## src/rtl/kogge_stone_subtractor.sv

```systemverilog
// Pipelined unsigned subtractor (diff = a - b) built on a Kogge-Stone carry network.
// Optional borrow_in port enabled by defining KS_SUBTRACTOR_BORROW_IN_EN.
module kogge_stone_subtractor #(
    parameter int WIDTH  = 8,
    parameter int HEIGHT = $clog2(WIDTH)
) (
    input  logic             clk,
    input  logic             rst_n,
    input  logic             in_valid,
    output logic             in_ready,
    input  logic [WIDTH-1:0] a,
    input  logic [WIDTH-1:0] b,
`ifdef KS_SUBTRACTOR_BORROW_IN_EN
    input  logic             borrow_in,
`endif
    output logic             out_valid,
    input  logic             out_ready,
    output logic [WIDTH-1:0] diff,
    output logic             borrow_out
);

    localparam int SPAN   = 1 << HEIGHT;
    localparam int LAST   = 1 << (HEIGHT - 1);
    localparam int TOP_LO = WIDTH - LAST;

    // Index 0 of each group vector is the carry-in position (bit -1); bit i lives at i+1.
    logic [HEIGHT-1:0]            vld_q;
    logic [HEIGHT-1:0][WIDTH:0]   gg_q, gg_d;
    logic [HEIGHT-1:0][WIDTH:0]   pp_q, pp_d;
    logic [HEIGHT-1:0][WIDTH-1:0] p_q;

    logic [WIDTH-1:0] bit_p;
    logic             cin;
    logic [WIDTH-1:0] fin_c;
    logic             top_g;
    logic             carry_msb;
    logic             stall;
    logic             advance;

    logic             out_valid_q;
    logic [WIDTH-1:0] diff_q, diff_d;
    logic             borrow_q, borrow_d;

`ifdef KS_SUBTRACTOR_BORROW_IN_EN
    assign cin = ~borrow_in;
`else
    assign cin = 1'b1;
`endif

    assign stall    = out_valid_q & ~out_ready;
    assign advance  = ~stall;
    assign in_ready = advance;

    // Stage 0 inputs: a + ~b + cin
    assign bit_p    = a ^ ~b;
    assign gg_d[0]  = {a & ~b, cin};
    assign pp_d[0]  = {bit_p, 1'b0};

    for (genvar k = 1; k < HEIGHT; k++) begin : g_level
        localparam int DIST = 1 << (k - 1);
        for (genvar j = 0; j <= WIDTH; j++) begin : g_bit
            if (j >= DIST) begin : g_op
                assign gg_d[k][j] = gg_q[k-1][j] | (pp_q[k-1][j] & gg_q[k-1][j-DIST]);
                assign pp_d[k][j] = pp_q[k-1][j] & pp_q[k-1][j-DIST];
            end else begin : g_pass
                assign gg_d[k][j] = gg_q[k-1][j];
                assign pp_d[k][j] = pp_q[k-1][j];
            end
        end
    end

    // Last prefix level folds straight into the output register; only G is needed.
    for (genvar j = 0; j < WIDTH; j++) begin : g_final
        if (j >= LAST) begin : g_op
            assign fin_c[j] = gg_q[HEIGHT-1][j] |
                              (pp_q[HEIGHT-1][j] & gg_q[HEIGHT-1][j-LAST]);
        end else begin : g_pass
            assign fin_c[j] = gg_q[HEIGHT-1][j];
        end
    end

    assign top_g = gg_q[HEIGHT-1][WIDTH] |
                   (pp_q[HEIGHT-1][WIDTH] & gg_q[HEIGHT-1][TOP_LO]);

    // At a power-of-two width the MSB group still misses the carry-in after the last level.
    if (WIDTH == SPAN) begin : g_msb_fold
        assign carry_msb = top_g |
                           (pp_q[HEIGHT-1][WIDTH] & pp_q[HEIGHT-1][TOP_LO] & gg_q[HEIGHT-1][0]);
    end else begin : g_msb_done
        assign carry_msb = top_g;
    end

    assign diff_d   = p_q[HEIGHT-1] ^ fin_c;
    assign borrow_d = ~carry_msb;

    logic unused_pp;
    assign unused_pp = ^pp_q[HEIGHT-1];

    always_ff @(posedge clk or negedge rst_n) begin
        if (!rst_n) begin
            vld_q <= '0;
            gg_q  <= '0;
            pp_q  <= '0;
            p_q   <= '0;
        end else if (advance) begin
            vld_q[0] <= in_valid;
            p_q[0]   <= bit_p;
            gg_q     <= gg_d;
            pp_q     <= pp_d;
            for (int k = 1; k < HEIGHT; k++) begin
                vld_q[k] <= vld_q[k-1];
                p_q[k]   <= p_q[k-1];
            end
        end
    end

    // Result registers keep their last value across bubbles.
    always_ff @(posedge clk or negedge rst_n) begin
        if (!rst_n) begin
            out_valid_q <= 1'b0;
            diff_q      <= '0;
            borrow_q    <= 1'b0;
        end else if (advance) begin
            out_valid_q <= vld_q[HEIGHT-1];
            if (vld_q[HEIGHT-1]) begin
                diff_q   <= diff_d;
                borrow_q <= borrow_d;
            end
        end
    end

    assign out_valid  = out_valid_q;
    assign diff       = diff_q;
    assign borrow_out = borrow_q;

endmodule

```

## config.mk

```make
export PLATFORM = sky130hd
export DESIGN_NAME = kogge_stone_subtractor
export DESIGN_NICKNAME = d
export VERILOG_FILES = /design/src/rtl/kogge_stone_subtractor.sv
export SDC_FILE = /design/constraint.sdc
export NUM_CORES = 1
export LEC_CHECK = 0
export ABC_AREA = 1
export CELL_PAD_IN_SITES_DETAIL_PLACEMENT = 1
export CELL_PAD_IN_SITES_GLOBAL_PLACEMENT = 2
export CORE_MARGIN = 2
export CORE_UTILIZATION = 42
export DETAILED_ROUTE_END_ITERATION = 10
export DONT_BUFFER_PORTS = 1
export PLACE_DENSITY_LB_ADDON = 0.1
export SYNTH_ARGS = -nofsm -noshare
export SYNTH_HDL_FRONTEND = slang
export SYNTH_SLANG_ARGS = --single-unit
```

## constraint.sdc

```tcl
create_clock -name clk -period 1.7 [get_ports clk]
set_input_delay 0.17 -clock clk [delete_from_list [all_inputs] [get_ports clk]]
set_output_delay 0.17 -clock clk [all_outputs]
set_load 0.01 [all_outputs]
```

# Word level (Yosys, flattened, before mapping)
# Cells that the tools add are included.
# word_totals
word_cells,76
reg_bits,76
output_inout_bits,11
# op_classes
reduce_logical,1
bitwise,63
# op_table
operator,n
AND 1 bit,35
bitwise OR 1 bit,21
XOR 8 bit,2
AND 8 bit,1
inverter 8 bit,1
inverter 1 bit,3
AND reduction 2 bit,1

# Depth between registers and ports, before layout
# depth
depth_word,4
mapped_depth,6
ltp_nobuf,6

# Worst setup path after synthesis
# OpenSTA, ideal clock, no wires.
# synth_path
path_kind,register to register
start,register out_valid_q (netlist: out_valid)
end,"register gg_q, in the netlist gg_d[9]"
arrival_ps,951
path_buffers,2
path_stages_with_launch,5
path_slack_ps,625
setup_time_ps,124
path_cell_list,dfrtp_1 -> nand2_2 -> buf_6 -> buf_6 -> or2_1
# synth_via
elab_chain_len,1
# synth_lines
item,line,text
start: declaration,40,logic out_valid_q;
start signal: assignment,124,out_valid_q <= vld_q[HEIGHT-1];
AND 1 bit,50,assign stall = out_valid_q & ~out_ready;
end signal: assignment,108,gg_q <= gg_d;
end: declaration,28,"logic [HEIGHT-1:0][WIDTH:0] gg_q, gg_d;"
# Every way passes these cells.
# A chain may end at the register's enable or synchronous reset.

# Final worst setup path
# layout_path
start,register out_valid_q (netlist: out_valid)
end,output in_ready
# layout_via
elab_chain_len,2
# layout_lines
item,line,text
AND 1 bit,50,
inverter 1 bit (no source line),-,
end: declaration,10,"output logic in_ready,"
# Every way passes these cells.

==> summary.txt <==
Outcome
  – Outcome: finished, violations left
  – Failing checks: hold timing

CTS
  – CTS hold repair buffers: 1
  – TritonCTS clock tree: done
  – Root Driver: clkbuf_8
  – Setup Buffers After CTS: 0
  – Post_cts resized: 0
  – CTS max path bufs: 2
  – CTS Sinks: 76
  – TritonCTS Buffers: 9
  – Htree depth: 3
  – Skew-Pair Late Insertion Delay: 340 ps
  – CTS clock-pin slew for the worst setup and hold paths: around 70 ps

Timing
  – Hold WS: -480.1 ps
  – Fmax: a little under 700 MHz
  – RSZ-0062 raised after global routing: false
  – Setup TNS: 0 ps
  – Final hold vios: between 70 and 80
  – Final slew viol count: 0
  – Clk_skew: 8.014 ps
  – Endpoints failing setup: 0
  – Max_slew headroom: 72.31%
  – Worst-Margin Slew: approximately 410 ps
  – Fin crit share: 86.99%
  – Min cycle time layout: about 1500 ps

Worst setup path
  – Worst EP required: 1530 ps
  – Crit path DAT: 1310 ps
  – Critical path class: flip-flop to output pin
  – Worst setup SP type: flip-flop
  – Crit-path max FO: 24
  – Crit end category: output pin

Drt
  – TritonRoute pass-1 iters: 4
  – Drt initial violations: 107
  – Via count: roughly 2200
  – DRC: 0
  – Antenna Nets Post-Route: 0
  – Routed wire per std cell: 13.67 µm
  – Via density: roughly 4.8
  – Drt total wl: between 6000 and 7000 µm

Pwr
  – Leakage: ~1.7 nW
  – Final Power: about 5.6 mW
  – Power density cells: 1664 nW/µm²
  – Peak supply drop: 0.5015 mV

Yosys
  – Number of distinct library cells after synthesis: 17
  – Post-synthesis sequential area ratio: 60.44%
  – Synth top area cells: dfrtp_1, nand2_1, o21ai_0
  – Cell area after synthesis: 3147 µm²
  – Synth area leader: dfrtp_1
  – Synthesized instance count: approximately 350
  – Synth Warn #: 0
  – #FFs+latches synth: 76
  – Net count after synthesis: 375
  – Syn_area_per_cell: approximately 9 µm²
  – Yosys top cell area share: just over 60%

Die
  – Die height: roughly 91 µm
  – Site Rows: 31
  – Starting density of the core: 43.38%
  – Die X: 90.56 µm
  – IO Pins: 31
  – Core Region: about 7300 µm²
  – Area of the die: around 8200 µm²

Placement
  – HPWL after detailed placement: between 4000 and 5000 µm
  – GPL Wtd Cong: around 0.73
  – PortBufs: 0
  – DP Area: ~3200 µm²

GRT
  – GRT Overall Usage: 16.43%
  – Pin count of the biggest net entering global routing: 77
  – First-pass GRT wire length: approximately 11000 µm
  – Initial antenna violation count: 0
  – Grt ovf: 0
  – Vias in the first global route: 2192

Final layout
  – Final #Nets: between 300 and 400
  – Area Overhead vs Synth: 7.793%
  – ANT cells: 0
  – Layout cell share with drive strength beyond 1: between 5 and 6%
  – Post-Layout Inst Area: 3392 µm²

Run
  – Max-Cap Viols: 0

Min path
  – Tightest Hold Check Type: input port to async pin
-- Yosys cell counts --
cell type  count
buf_6          3
o21ai_0       36
ha_1           8
o21ai_1        6
nor2_1         1
dfrtp_1       76
a21oi_1       16
nand2_2        1
nand3_1       13
clkbuf_2       1
or2_1          1
inv_2          2
inv_1         25
buf_4          3
buf_2          7
nand2_1      144
xnor2_1        4
-- cells in the final DEF (no fill, tap or decap) --
cell type and instances:
nand2_1 144, dfrtp_1 76, o21ai_0 36, inv_1 25
a21oi_1 16, nand3_1 13, clkbuf_8 10, ha_1 8
o21ai_1 6, xnor2_1 4, buf_4 4, inv_2 2
clkbuf_1 2, nand2_2 1, or2_1 1, nor2_1 1
clkinvlp_4 1, clkinv_2 1, dlygate4sd3_1 1, buf_12 1
-- worst max-delay path, cell delays in order, from the launching register on --
cell and delay [ps]:
dfrtp_1 440, nand2_2 220, buf_4 310
-- report_power, final --
group | switching (mW) | internal [mW] | leakage (nW)
Sequential | 0.553 | 2.52 | 0.946
Combinational | 0.878 | 0.542 | 0.698
Clock | 0.602 | 0.553 | 0.0783
Total | 2.03 | 3.61 | 1.72
-- through the flow --
stage	worst slack, ps	utilization, %	instances
after floorplan	625.2	-	347
after global placement	377.7	44.45	437
after detailed placement	355.8	44.45	437
after CTS	185.7	46.77	452
after global routing	125.1	46.77	452
final	221.1	46.77	452
-- registers in the layout, indices dropped and copies added (netlist names) --
signal / cells
p_q: 24
fin_c: 4
gg_d: 3
vld_q: 3
gg_q: 20
diff: 8
out_valid: 1
pp_q: 12
borrow_out: 1
-- layer usage --
metal	wire length, µm	track usage (%)
met3	152	2.671
met5	0	0
met2	2742	24.56
met1	3193	23.46
met4	89	7.692
-- final cells by class --
type / instances / area (µm²)
clock buffer: 12 / 145.1
clock inverter: 2 / 12.51
fill: 865 / 3861
inverter: 27 / 101.3
multi-input combinational: 230 / 1047
sequential: 76 / 1902
tap: 99 / 123.9
timing repair buffer: 6 / 60.06
-- worst paths after layout --
| check | startpoint | to | slack (ps) | depth (start not counted) |
|---|---|---|---|---|
| worst max-delay path | out_valid | in_ready | 220 | 2 |
| worst min-delay path | rst_n | p_q[16] | -480 | 0 |
| worst max register to register | out_valid | pp_q[15] | 360 | 4 |
| worst min register to register | p_q[10] | p_q[10] | 470 | 2 |
| max in group asynchronous | rst_n | gg_q[15] | 2080 | 0 |
| min in group clk | a[1] | p_q[1] | 70 | 3 |
-- logic make-up (layout without fill, tap and decap cells) --
logic type / after synthesis / after routing / synth area share (%)
compound gates: 58 / 58 / 9.225
buf+inv: 41 / 47 / 6.282
fa+ha+maj: 8 / 8 / 3.181
xor+xnor: 4 / 4 / 1.113
simple gates: 160 / 160 / 19.76
flops: 76 / 76 / 60.44
Power figures use the tool's default switching activity.
